[config.mk]
export PLATFORM = sky130hd
export DESIGN_NAME = prog_clk_divider_flat
export DESIGN_NICKNAME = d
export VERILOG_FILES = /design/src/rtl/prog_clk_divider_if.sv /design/src/rtl/prog_clk_divider.sv /design/src/flat_wrapper.sv
export SDC_FILE = /design/constraint.sdc
export NUM_CORES = 1
export LEC_CHECK = 0
export ABC_AREA = 0
export BUFFER_PORTS_ARGS = -buffer_cell sky130_fd_sc_hd__buf_2
export CORE_ASPECT_RATIO = 1.2
export CORE_MARGIN = 4
export CORE_UTILIZATION = 55
export DETAILED_ROUTE_END_ITERATION = 6
export PLACE_DENSITY = 0.71
export SLEW_MARGIN = 20
export SYNTH_ARGS = -nofsm -noshare
export SYNTH_HDL_FRONTEND = slang
export SYNTH_SLANG_ARGS = --single-unit
[constraint.sdc]
create_clock -name I_CLK -period 25.8 [get_ports I_CLK]
set_clock_uncertainty 0.1 [all_clocks]
set_input_delay 5.16 -clock I_CLK [delete_from_list [all_inputs] [get_ports I_CLK]]
set_output_delay 5.16 -clock I_CLK [all_outputs]
set_load 0.05 [all_outputs]
[src/rtl/prog_clk_divider_if.sv]
// rtl/prog_clk_divider_if.sv - control and output bundle for the programmable clock divider
interface prog_clk_divider_if #(
    parameter int NUM_CH = 2,
    parameter int CNT_W  = 24
);
    logic [NUM_CH-1:0]       I_EN;
    logic [NUM_CH-1:0]       I_LOAD;
    logic [NUM_CH*CNT_W-1:0] I_DIV;
    logic [NUM_CH*CNT_W-1:0] I_HIGH;
    logic [NUM_CH-1:0]       O_CLK;
    logic [NUM_CH-1:0]       O_TICK;
    logic [NUM_CH-1:0]       O_PEND;

    modport master (
        output I_EN, I_LOAD, I_DIV, I_HIGH,
        input  O_CLK, O_TICK, O_PEND
    );

    modport slave (
        input  I_EN, I_LOAD, I_DIV, I_HIGH,
        output O_CLK, O_TICK, O_PEND
    );
endinterface

[src/rtl/prog_clk_divider.sv]
// rtl/prog_clk_divider.sv - multi-channel programmable clock divider with glitch-free reload
module prog_clk_divider #(
    parameter int NUM_CH  = 2,
    parameter int CNT_W   = 24,
    parameter int DEF_DIV = 5000000
) (
    input logic               I_CLK,
    input logic               I_RST,
    prog_clk_divider_if.slave bus
);
    localparam logic [CNT_W-1:0] DEF_N = CNT_W'(DEF_DIV);
    localparam logic [CNT_W-1:0] DEF_H = CNT_W'(DEF_DIV / 2);

    typedef enum logic {IDLE, RUN} state_t;

    logic [NUM_CH-1:0] clk_vec;
    logic [NUM_CH-1:0] tick_vec;
    logic [NUM_CH-1:0] pend_vec;

    assign bus.O_CLK  = clk_vec;
    assign bus.O_TICK = tick_vec;
    assign bus.O_PEND = pend_vec;

    for (genvar i = 0; i < NUM_CH; i++) begin : g_ch
        state_t           state_q, state_d;
        logic [CNT_W-1:0] cnt_q, cnt_d;
        logic [CNT_W-1:0] n_act_q, n_act_d, h_act_q, h_act_d;
        logic [CNT_W-1:0] n_sh_q, n_sh_d, h_sh_q, h_sh_d;
        logic             clk_q, clk_d, tick_q, tick_d, pend_q, pend_d;
        logic [CNT_W-1:0] div_in, high_in, n_eff;
        logic             wrap;

        assign div_in  = bus.I_DIV[i*CNT_W +: CNT_W];
        assign high_in = bus.I_HIGH[i*CNT_W +: CNT_W];
        // Ratios below 2 cannot form a high and a low phase, so they run at 2.
        assign n_eff   = (n_act_q < CNT_W'(2)) ? CNT_W'(2) : n_act_q;
        // Active settings only change when cnt is 0, so >= is equivalent to == here.
        assign wrap    = (cnt_q >= n_eff - CNT_W'(1));

        assign clk_vec[i]  = clk_q;
        assign tick_vec[i] = tick_q;
        assign pend_vec[i] = pend_q;

        // Channel state register; reset restores the default ratio and drops pending loads.
        always_ff @(posedge I_CLK or posedge I_RST) begin
            if (I_RST) begin
                state_q <= IDLE;
                cnt_q   <= '0;
                n_act_q <= DEF_N;
                h_act_q <= DEF_H;
                n_sh_q  <= DEF_N;
                h_sh_q  <= DEF_H;
                clk_q   <= 1'b0;
                tick_q  <= 1'b0;
                pend_q  <= 1'b0;
            end else begin
                state_q <= state_d;
                cnt_q   <= cnt_d;
                n_act_q <= n_act_d;
                h_act_q <= h_act_d;
                n_sh_q  <= n_sh_d;
                h_sh_q  <= h_sh_d;
                clk_q   <= clk_d;
                tick_q  <= tick_d;
                pend_q  <= pend_d;
            end
        end

        // Next-state: count through the period, swap in shadow settings only on the wrap edge.
        always_comb begin
            state_d = state_q;
            cnt_d   = cnt_q;
            n_act_d = n_act_q;
            h_act_d = h_act_q;
            n_sh_d  = n_sh_q;
            h_sh_d  = h_sh_q;
            clk_d   = 1'b0;
            tick_d  = 1'b0;
            pend_d  = pend_q;
            case (state_q)
                IDLE: begin
                    cnt_d = '0;
                    // A load left pending when the channel was disabled is applied while idle.
                    if (pend_q) begin
                        n_act_d = n_sh_q;
                        h_act_d = h_sh_q;
                        pend_d  = 1'b0;
                    end
                    if (bus.I_LOAD[i]) begin
                        n_act_d = div_in;
                        h_act_d = high_in;
                        n_sh_d  = div_in;
                        h_sh_d  = high_in;
                        pend_d  = 1'b0;
                    end
                    if (bus.I_EN[i]) begin
                        state_d = RUN;
                        tick_d  = 1'b1;
                        clk_d   = (h_act_q != '0);
                    end
                end
                RUN: begin
                    if (!bus.I_EN[i]) begin
                        state_d = IDLE;
                        cnt_d   = '0;
                    end else if (wrap) begin
                        cnt_d  = '0;
                        tick_d = 1'b1;
                        if (pend_q) begin
                            n_act_d = n_sh_q;
                            h_act_d = h_sh_q;
                            pend_d  = 1'b0;
                            clk_d   = (h_sh_q != '0);
                        end else begin
                            clk_d   = (h_act_q != '0);
                        end
                    end else begin
                        cnt_d = cnt_q + CNT_W'(1);
                        clk_d = (cnt_d < h_act_q);
                    end
                    // A new load wins over the wrap-edge swap: it becomes the next pending value.
                    if (bus.I_LOAD[i]) begin
                        n_sh_d = div_in;
                        h_sh_d = high_in;
                        pend_d = 1'b1;
                    end
                end
                default: state_d = IDLE;
            endcase
        end
    end
endmodule

[src/flat_wrapper.sv]
// flat-port wrapper written by rule: the top's interface ports become plain ports
module prog_clk_divider_flat 
#(
    parameter int NUM_CH  = 2,
    parameter int CNT_W   = 24,
    parameter int DEF_DIV = 5000000
)
  (I_CLK, I_RST, bus_I_EN, bus_I_LOAD, bus_I_DIV, bus_I_HIGH, bus_O_CLK, bus_O_TICK, bus_O_PEND);
  prog_clk_divider_if #(.NUM_CH(NUM_CH), .CNT_W(CNT_W)) bus_i ();
  input logic I_CLK;
  input logic I_RST;
  input wire logic [$bits(bus_i.I_EN)-1:0] bus_I_EN;
  input wire logic [$bits(bus_i.I_LOAD)-1:0] bus_I_LOAD;
  input wire logic [$bits(bus_i.I_DIV)-1:0] bus_I_DIV;
  input wire logic [$bits(bus_i.I_HIGH)-1:0] bus_I_HIGH;
  output wire logic [$bits(bus_i.O_CLK)-1:0] bus_O_CLK;
  output wire logic [$bits(bus_i.O_TICK)-1:0] bus_O_TICK;
  output wire logic [$bits(bus_i.O_PEND)-1:0] bus_O_PEND;
  assign bus_i.I_EN = bus_I_EN;
  assign bus_i.I_LOAD = bus_I_LOAD;
  assign bus_i.I_DIV = bus_I_DIV;
  assign bus_i.I_HIGH = bus_I_HIGH;
  assign bus_O_CLK = bus_i.O_CLK;
  assign bus_O_TICK = bus_i.O_TICK;
  assign bus_O_PEND = bus_i.O_PEND;
  prog_clk_divider #(.NUM_CH(NUM_CH), .CNT_W(CNT_W), .DEF_DIV(DEF_DIV)) u_core (.I_CLK(I_CLK), .I_RST(I_RST), .bus(bus_i));
endmodule
==> results.json, run 1 <==
{
  "synth_compound_area_share_pct": 11.2,
  "grt-ovfl-total": 0,
  "drive_gt1_share_pct": 27.0,
  "cp.arrival_ns": 7.83,
  "nets": 1674,
  "synth_fp_nets": 1606,
  "dpl.cell_count": 1781,
  "syn2layout_area_growth_pct": 10.8,
  "ys_top_cells_by_area": "dfrtp_1, mux2_2, dfstp_2",
  "cp_max_fo": 68,
  "wl_per_cell_um": 18.2,
  "numCtsBuffers": 26,
  "n_antenna_cell": 0,
  "synth.most_common_cell": "dfrtp_1",
  "num_rows": 65,
  "min_path_type": "flip-flop to flip-flop",
  "start_kind": "input port",
  "yosysTopAreaCell": "dfrtp_1",
  "antenna_found_initial": 0,
  "grt_pass1_wl_um": 55200,
  "dr_total_vias": 10841,
  "grt_pass1_vias": 11078,
  "clkPwrFrac_pct": 36.5,
  "synthXorXnorAreaFrac_pct": 5.11,
  "ys_types": 50,
  "hold_viol_final": 0,
  "grt_max_degree": 119,
  "end_kind": "flip-flop",
  "worst_skew_pair.late_latency_ns": 0.53,
  "crit_chain": "buf_2 > buf_4 > inv_1 > o21ai_0 > a31oi_4 > buf_4 > a221o_1",
  "cpMostUsedCell": "buf_4",
  "synth_area_um2": 14700,
  "ys_seq_area_share_pct": 42.6,
  "antenna_left": 0,
  "p_leak_nw": 7.67,
  "async_reset_ff_share_pct": 100,
  "instances_no_fill": 1829,
  "grt_usage_pct": 22.5,
  "fin_setup_tns_ns": 0,
  "drc": 0,
  "core_area_um2": 26400,
  "synth_edf_count": 0,
  "root_buffer": "clkbuf_16",
  "drtIter0Drc": 525,
  "switching_share_pct": 27.7,
  "postCtsSetupBuffers": 0,
  "die_width_um": 157,
  "period_share_pct": 29.2,
  "path_buf_inv": 4,
  "cts_max_level": 1,
  "crit_type": "input port to flip-flop",
  "fmax_mhz": 133,
  "cpPeakStageDelay_ns": 0.62,
  "first_pass_iters": 5,
  "peakVddDrop_uv": 41.2,
  "slew_viol_final": 0,
  "critPathRequiredTime_ns": 26.11,
  "synth_top_area_share_pct": 31.2,
  "setup_viol": 0,
  "p_int_mw": 0.724,
  "cts_hold_buf": 0,
  "synth_simple_gate_area_share_pct": 14.6,
  "cpLargestDelayFamily": "buffers and inverters",
  "initial_utilization_pct": 56.0,
  "dpl.hpwl_um": 23100,
  "status": "completed",
  "rsz0062_at_grt": "no",
  "cp_slowest_cell": "buf_4",
  "synth_cells": 1406,
  "clock_sinks": 248,
  "cap_violations": 0,
  "synth_ff_type": "dfrtp_1",
  "cts_tree": "yes",
  "clockBufferDepth": 3,
  "syn_area_per_cell_um2": 10.5,
  "io_buffer_count": 107,
  "io_pins": 108,
  "path_clk_slew_ns": 0.06,
  "finalWirelength_um": 33300,
  "power_frac_comb_pct": 15.7,
  "p_sw_mw": 0.277,
  "synth_top_family_by_area": "multiplexers",
  "seqPwrFrac_pct": 47.7,
  "ys_warn_count": 0,
  "worst_slew_pin_slew_ns": 1.04,
  "muxShareOfSynthArea_pct": 14.6,
  "cts_resized": 0,
  "max_slew_margin_pct": 30.4,
  "powerDensity_nw_per_um2": 61.2,
  "ys_top_cells_by_count": "dfrtp_1, mux2_2, ha_1",
  "dieArea_um2": 29500,
  "die_h_um": 187,
  "vias_per_cell": 5.93,
  "gp_congestion": 0.797,
  "synth_seq_cells": 248,
  "layout_min_cycle_time_ns": 7.53,
  "yosys.area_share.adder_pct": 8.31
}
cells by family (layout without fill, tap and decap cells):
kind of cell	Yosys count	count (layout)
compound gates	241	241
xor+xnor	86	86
buf+inv	134	222
simple gates	405	405
fa+ha+maj	98	98
mux	194	194
flops	248	248
final timing paths:
path / from / to / slack [ns] / depth (start not counted)
max: bus_I_LOAD[1] / u_core.g_ch[1].n_act_q[20] / 18.27 / 7
min: u_core.g_ch[1].n_sh_q[16] / u_core.g_ch[1].n_act_q[16] / 0.41 / 1
max reg2reg: u_core.g_ch[0].n_act_q[4] / u_core.g_ch[0].clk_q / 18.78 / 21
min reg2reg: u_core.g_ch[1].n_sh_q[16] / u_core.g_ch[1].n_act_q[16] / 0.41 / 1
max in group asynchronous: I_RST / u_core.g_ch[1].h_act_q[0] / 18.72 / 4
min in group asynchronous: I_RST / u_core.g_ch[1].n_sh_q[1] / 4.69 / 2
power by group through the flow:
stage / clock network (mW) / registers (mW) / logic (mW)
2_1_floorplan: 0 / 0.467 / 0.125
3_3_place_gp: 0 / 0.482 / 0.152
3_5_place_dp: 0 / 0.483 / 0.159
4_1_cts: 0.374 / 0.477 / 0.160
5_1_grt: 0.391 / 0.483 / 0.179
6_report: 0.365 / 0.477 / 0.157
sequential cells by signal, summed over array words and instances (netlist names):
name	count
u_core.g_ch.h_sh_q	48
u_core.g_ch.n_act_q	48
u_core.g_ch.clk_q	2
u_core.g_ch.tick_q	2
u_core.g_ch.h_act_q	48
u_core.g_ch.pend_q	2
u_core.g_ch.cnt_q	48
u_core.g_ch.n_sh_q	48
u_core.g_ch.state_q	2
area by class of cell:
cell class / count / area [µm²]
fillers: 2195 / 10000
inverters: 57 / 221
multi-input cells: 1024 / 7970
well taps: 335 / 419
repair buffers: 117 / 613
flip-flops and latches: 248 / 6290
clock buffers: 40 / 783
clock inverters: 8 / 51.3
layer usage:
layer	share of wire (%)	global-route usage, %
met5	0	0
met1	40	26.9
met3	3.4	2.82
met4	2.1	5.03
met2	55	42.4
placed cells by master (no fill, tap or decap), types with 26 or more instances in the layout:
cell       count
a21oi_1       78
a221o_1       48
and3_1        76
buf_2        106
clkbuf_16     26
dfrtp_1      182
dfstp_2       64
ha_1          98
inv_1         56
mux2_2       169
nand2_1       63
nor2_1        92
nor2b_1       34
nor4_1        34
o21ai_0       42
xnor2_1       61
worst reg2reg max path: stages (launching register included):
cell,delay [ns]
dfrtp_1,0.43
or4_1,0.55
or3_1,0.34
or2_1,0.26
or3_1,0.34
nor3_2,0.43
nand2b_1,0.22
ha_1,0.19
nand2_1,0.08
or3_1,0.34
or3_1,0.41
or3_1,0.41
nor4_1,0.26
xnor2_1,0.16
ha_1,0.26
nand2_1,0.06
o21ai_0,0.10
a22oi_1,0.21
o211ai_1,0.24
nor2_1,0.75
nand2_1,0.44
o32ai_1,0.37
stage by stage:
| step | worst slack [ns] | hold slack [ns] | instance area [µm²] | utilization [%] | power, mW |
|---|---|---|---|---|---|
| floorplan | 13.83 | 0.375 | 14700 | - | 0.592 |
| global placement | 17.80 | 0.381 | 15500 | 58.9 | 0.634 |
| detailed placement | 17.74 | 0.390 | 15500 | 58.9 | 0.643 |
| CTS | 18.29 | 0.403 | 16300 | 62.0 | 1.01 |
| global route | 18.10 | 0.417 | 16300 | 62.0 | 1.05 |
| finish | 18.27 | 0.405 | 16300 | 62.0 | 1.00 |
No activity file was read; power rests on OpenSTA's default activity.
==> run 2, diff against run 1 <==
Settings changed: ABC_AREA 0 to 1, PLACE_DENSITY 0.71 to 0.73.
Clock period 25.8 ns to 6.4 ns, I/O delays scaled along.
==> run 2 against run 1 <==
  * Synthesized area increased by 12%
  * Clock power increased to 4.6 times the previous value
  * Design area increased by 11%
  * Global-route usage increased by 4.0 points
==> results.json, run 2 <==
{
  "cp_max_fo": 36,
  "cts_hold_buf": 0,
  "antenna_left": 0,
  "start_kind": "flip-flop",
  "drtIter0Drc": 1044,
  "final_cell_mix": "nand2_1, inv_1, o21ai_0",
  "finalWirelength_um": 44000,
  "slew_viol_final": 0,
  "clockBufferDepth": 3,
  "path_clk_slew_ns": 0.06,
  "grt-ovfl-total": 0,
  "switching_share_pct": 31.5,
  "ys_warn_count": 0,
  "grt_usage_pct": 26.5,
  "vias_per_cell": 5.53,
  "p_int_mw": 3.06,
  "drive_gt1_share_pct": 12.0,
  "cts_max_level": 1,
  "p_leak_nw": 9.24,
  "async_reset_ff_share_pct": 100,
  "initial_utilization_pct": 55.8,
  "seq_area_um2": 6290,
  "multiInputGateArea_um2": 8540,
  "core_area_um2": 29600,
  "worst_slew_pin_slew_ns": 1.03,
  "worst_skew_pair.late_latency_ns": 0.55,
  "cpLargestDelayFamily": "simple AND/OR/NAND/NOR gates",
  "yosysTopAreaCell": "dfrtp_1",
  "ys_top_cells_by_count": "nand2_1, inv_1, o21ai_0",
  "cp_slowest_cell": "nand4_1",
  "r2r_slack_ns": 1.83,
  "grt_pass1_wl_um": 73900,
  "setup_viol": 0,
  "num_rows": 69,
  "syn_area_per_cell_um2": 7.22,
  "dieArea_um2": 32900,
  "first_pass_iters": 5,
  "cpMostUsedCell": "nand3_1",
  "cap_violations": 0,
  "powerDensity_nw_per_um2": 247,
  "clock_sinks": 248,
  "fill_cells": 2750,
  "wl_per_cell_um": 16.1,
  "peakVddDrop_uv": 230,
  "min_path_type": "flip-flop to flip-flop",
  "antenna_found_initial": 0,
  "postLayoutCoreUtil_pct": 61.1,
  "cp.arrival_ns": 4.90,
  "dpl.hpwl_um": 30800,
  "synth.most_common_cell": "nand2_1",
  "io_pins": 108,
  "dr_total_vias": 15149,
  "hold_viol_final": 0,
  "fmax_mhz": 219,
  "drc": 0,
  "grt_pass1_vias": 15069,
  "synth_area_um2": 16500,
  "dpl.cell_count": 2686,
  "power_frac_comb_pct": 20.4,
  "die_width_um": 166,
  "seqPwrFrac_pct": 42.3,
  "grt_max_degree": 171,
  "layout_commonest_cell": "nand2_1",
  "numCtsBuffers": 28,
  "root_buffer": "clkbuf_16",
  "crit_chain": "nor2_1 > nand2_1 > nor2_1 > nand3_1 > nand2_1 > ha_1 > nand3_1 > nor3_2 > nand3_1 > nor3_2 > xor2_1 > inv_1 > ha_1 > nand3_1 > a21oi_1 > nor2_1 > nand4_1 > buf_4 > nand3_1 > nand3_1",
  "ys_types": 43,
  "postCtsSetupBuffers": 0,
  "max_slew_margin_pct": 31.4,
  "nets": 2526,
  "cts_tree": "yes",
  "synth_edf_count": 0,
  "n_antenna_cell": 0,
  "ys_top_cells_by_area": "dfrtp_1, nand2_1, dfstp_2",
  "crit_type": "flip-flop to flip-flop",
  "synth_ff_type": "dfrtp_1",
  "synth_fp_nets": 2491,
  "end_kind": "flip-flop",
  "ys_seq_area_share_pct": 38.0,
  "fin_setup_tns_ns": 0,
  "die_h_um": 198,
  "synth_top_area_share_pct": 27.9,
  "syn2layout_area_growth_pct": 9.42,
  "synth_cells": 2291,
  "clkPwrFrac_pct": 37.3,
  "instances_no_fill": 2737,
  "cts_resized": 0,
  "synth_seq_cells": 248,
  "period_share_pct": 71.4,
  "cpPeakStageDelay_ns": 0.58,
  "status": "completed",
  "critPathRequiredTime_ns": 6.73,
  "layout_min_cycle_time_ns": 4.57,
  "path_buf_inv": 2,
  "gp_congestion": 0.942,
  "power.total_mw": 4.47,
  "rsz0062_at_grt": "no",
  "p_sw_mw": 1.41,
  "io_buffer_count": 107
}
## run 2: cell types whose count changed in the layout (fill, tap and decap cells not counted), sizes merged, moves of 32 or more
cell | previous run | this run
a221o | 48 | 0
and3 | 76 | 2
inv | 57 | 309
mux2 | 169 | 0
nand2 | 63 | 492
nand3 | 23 | 223
nor2 | 92 | 245
nor2b | 34 | 2
o21ai | 44 | 257
xnor2 | 61 | 12
## run 2: layer usage
metal	vias up	track usage [%]	part of all wire (%)
li1	7502	-	-
met1	7206	33.3	42
met2	347	48.3	51
met3	94	2.78	4.1
met4	0	8.09	3.1
met5	-	0	0
## run 2: metrics by stage
| step | setup WS [ns] | area (µm²) | hold WS [ns] |
|---|---|---|---|
| 6_report | 1.83 | 18100 | 0.371 |
| 5_1_grt | 1.38 | 18100 | 0.384 |
| 4_1_cts | 1.87 | 18100 | 0.372 |
| 3_5_place_dp | 1.90 | 17100 | 0.360 |
| 3_3_place_gp | 2.10 | 17100 | 0.358 |
| 2_1_floorplan | 1.81 | 16500 | 0.346 |
## run 2: logic make-up after synthesis
kind of cell / Yosys count / synth area share [%]
AO/OA/AOI/OAI: 403 / 12.9
XOR/XNOR: 68 / 3.60
adder cells (fa/ha/maj): 98 / 7.42
buffers and inverters: 426 / 10.3
flip-flops: 248 / 38.0
AND/OR/NAND/NOR: 1048 / 27.7
## run 2: final timing paths
check / from / to / cells after the start
max: u_core.g_ch[1].n_act_q[10] / u_core.g_ch[1].n_act_q[20] / 20
min: u_core.g_ch[0].n_sh_q[6] / u_core.g_ch[0].n_sh_q[6] / 2
max reg2reg: u_core.g_ch[1].n_act_q[10] / u_core.g_ch[1].n_act_q[20] / 20
min reg2reg: u_core.g_ch[0].n_sh_q[6] / u_core.g_ch[0].n_sh_q[6] / 2
max in group asynchronous: I_RST / u_core.g_ch[1].n_sh_q[23] / 3
min in group asynchronous: I_RST / u_core.g_ch[1].tick_q / 2
## run 2: area by class of cell
cell class,count,share of cell area [%]
inverter,310,6.45
sequential,248,34.8
clock buffer,36,4.38
clock inverter,15,0.879
timing repair buffer,121,3.62
tap,390,2.70
multi-input combinational,1617,47.2
## run 2: worst min-delay path, cell delays in order, from the launching register on
cell and delay, ns:
dfstp_2 0.37, inv_1 0.04, o21ai_0 0.06
## run 2: power groups by stage
stage | sequential, mW | clock (mW) | combinational, mW
2_1_floorplan | 1.87 | 0 | 0.700
3_3_place_gp | 1.91 | 0 | 0.887
3_5_place_dp | 1.91 | 0 | 0.911
4_1_cts | 1.89 | 1.70 | 0.917
5_1_grt | 1.91 | 1.76 | 1.06
6_report | 1.89 | 1.67 | 0.912
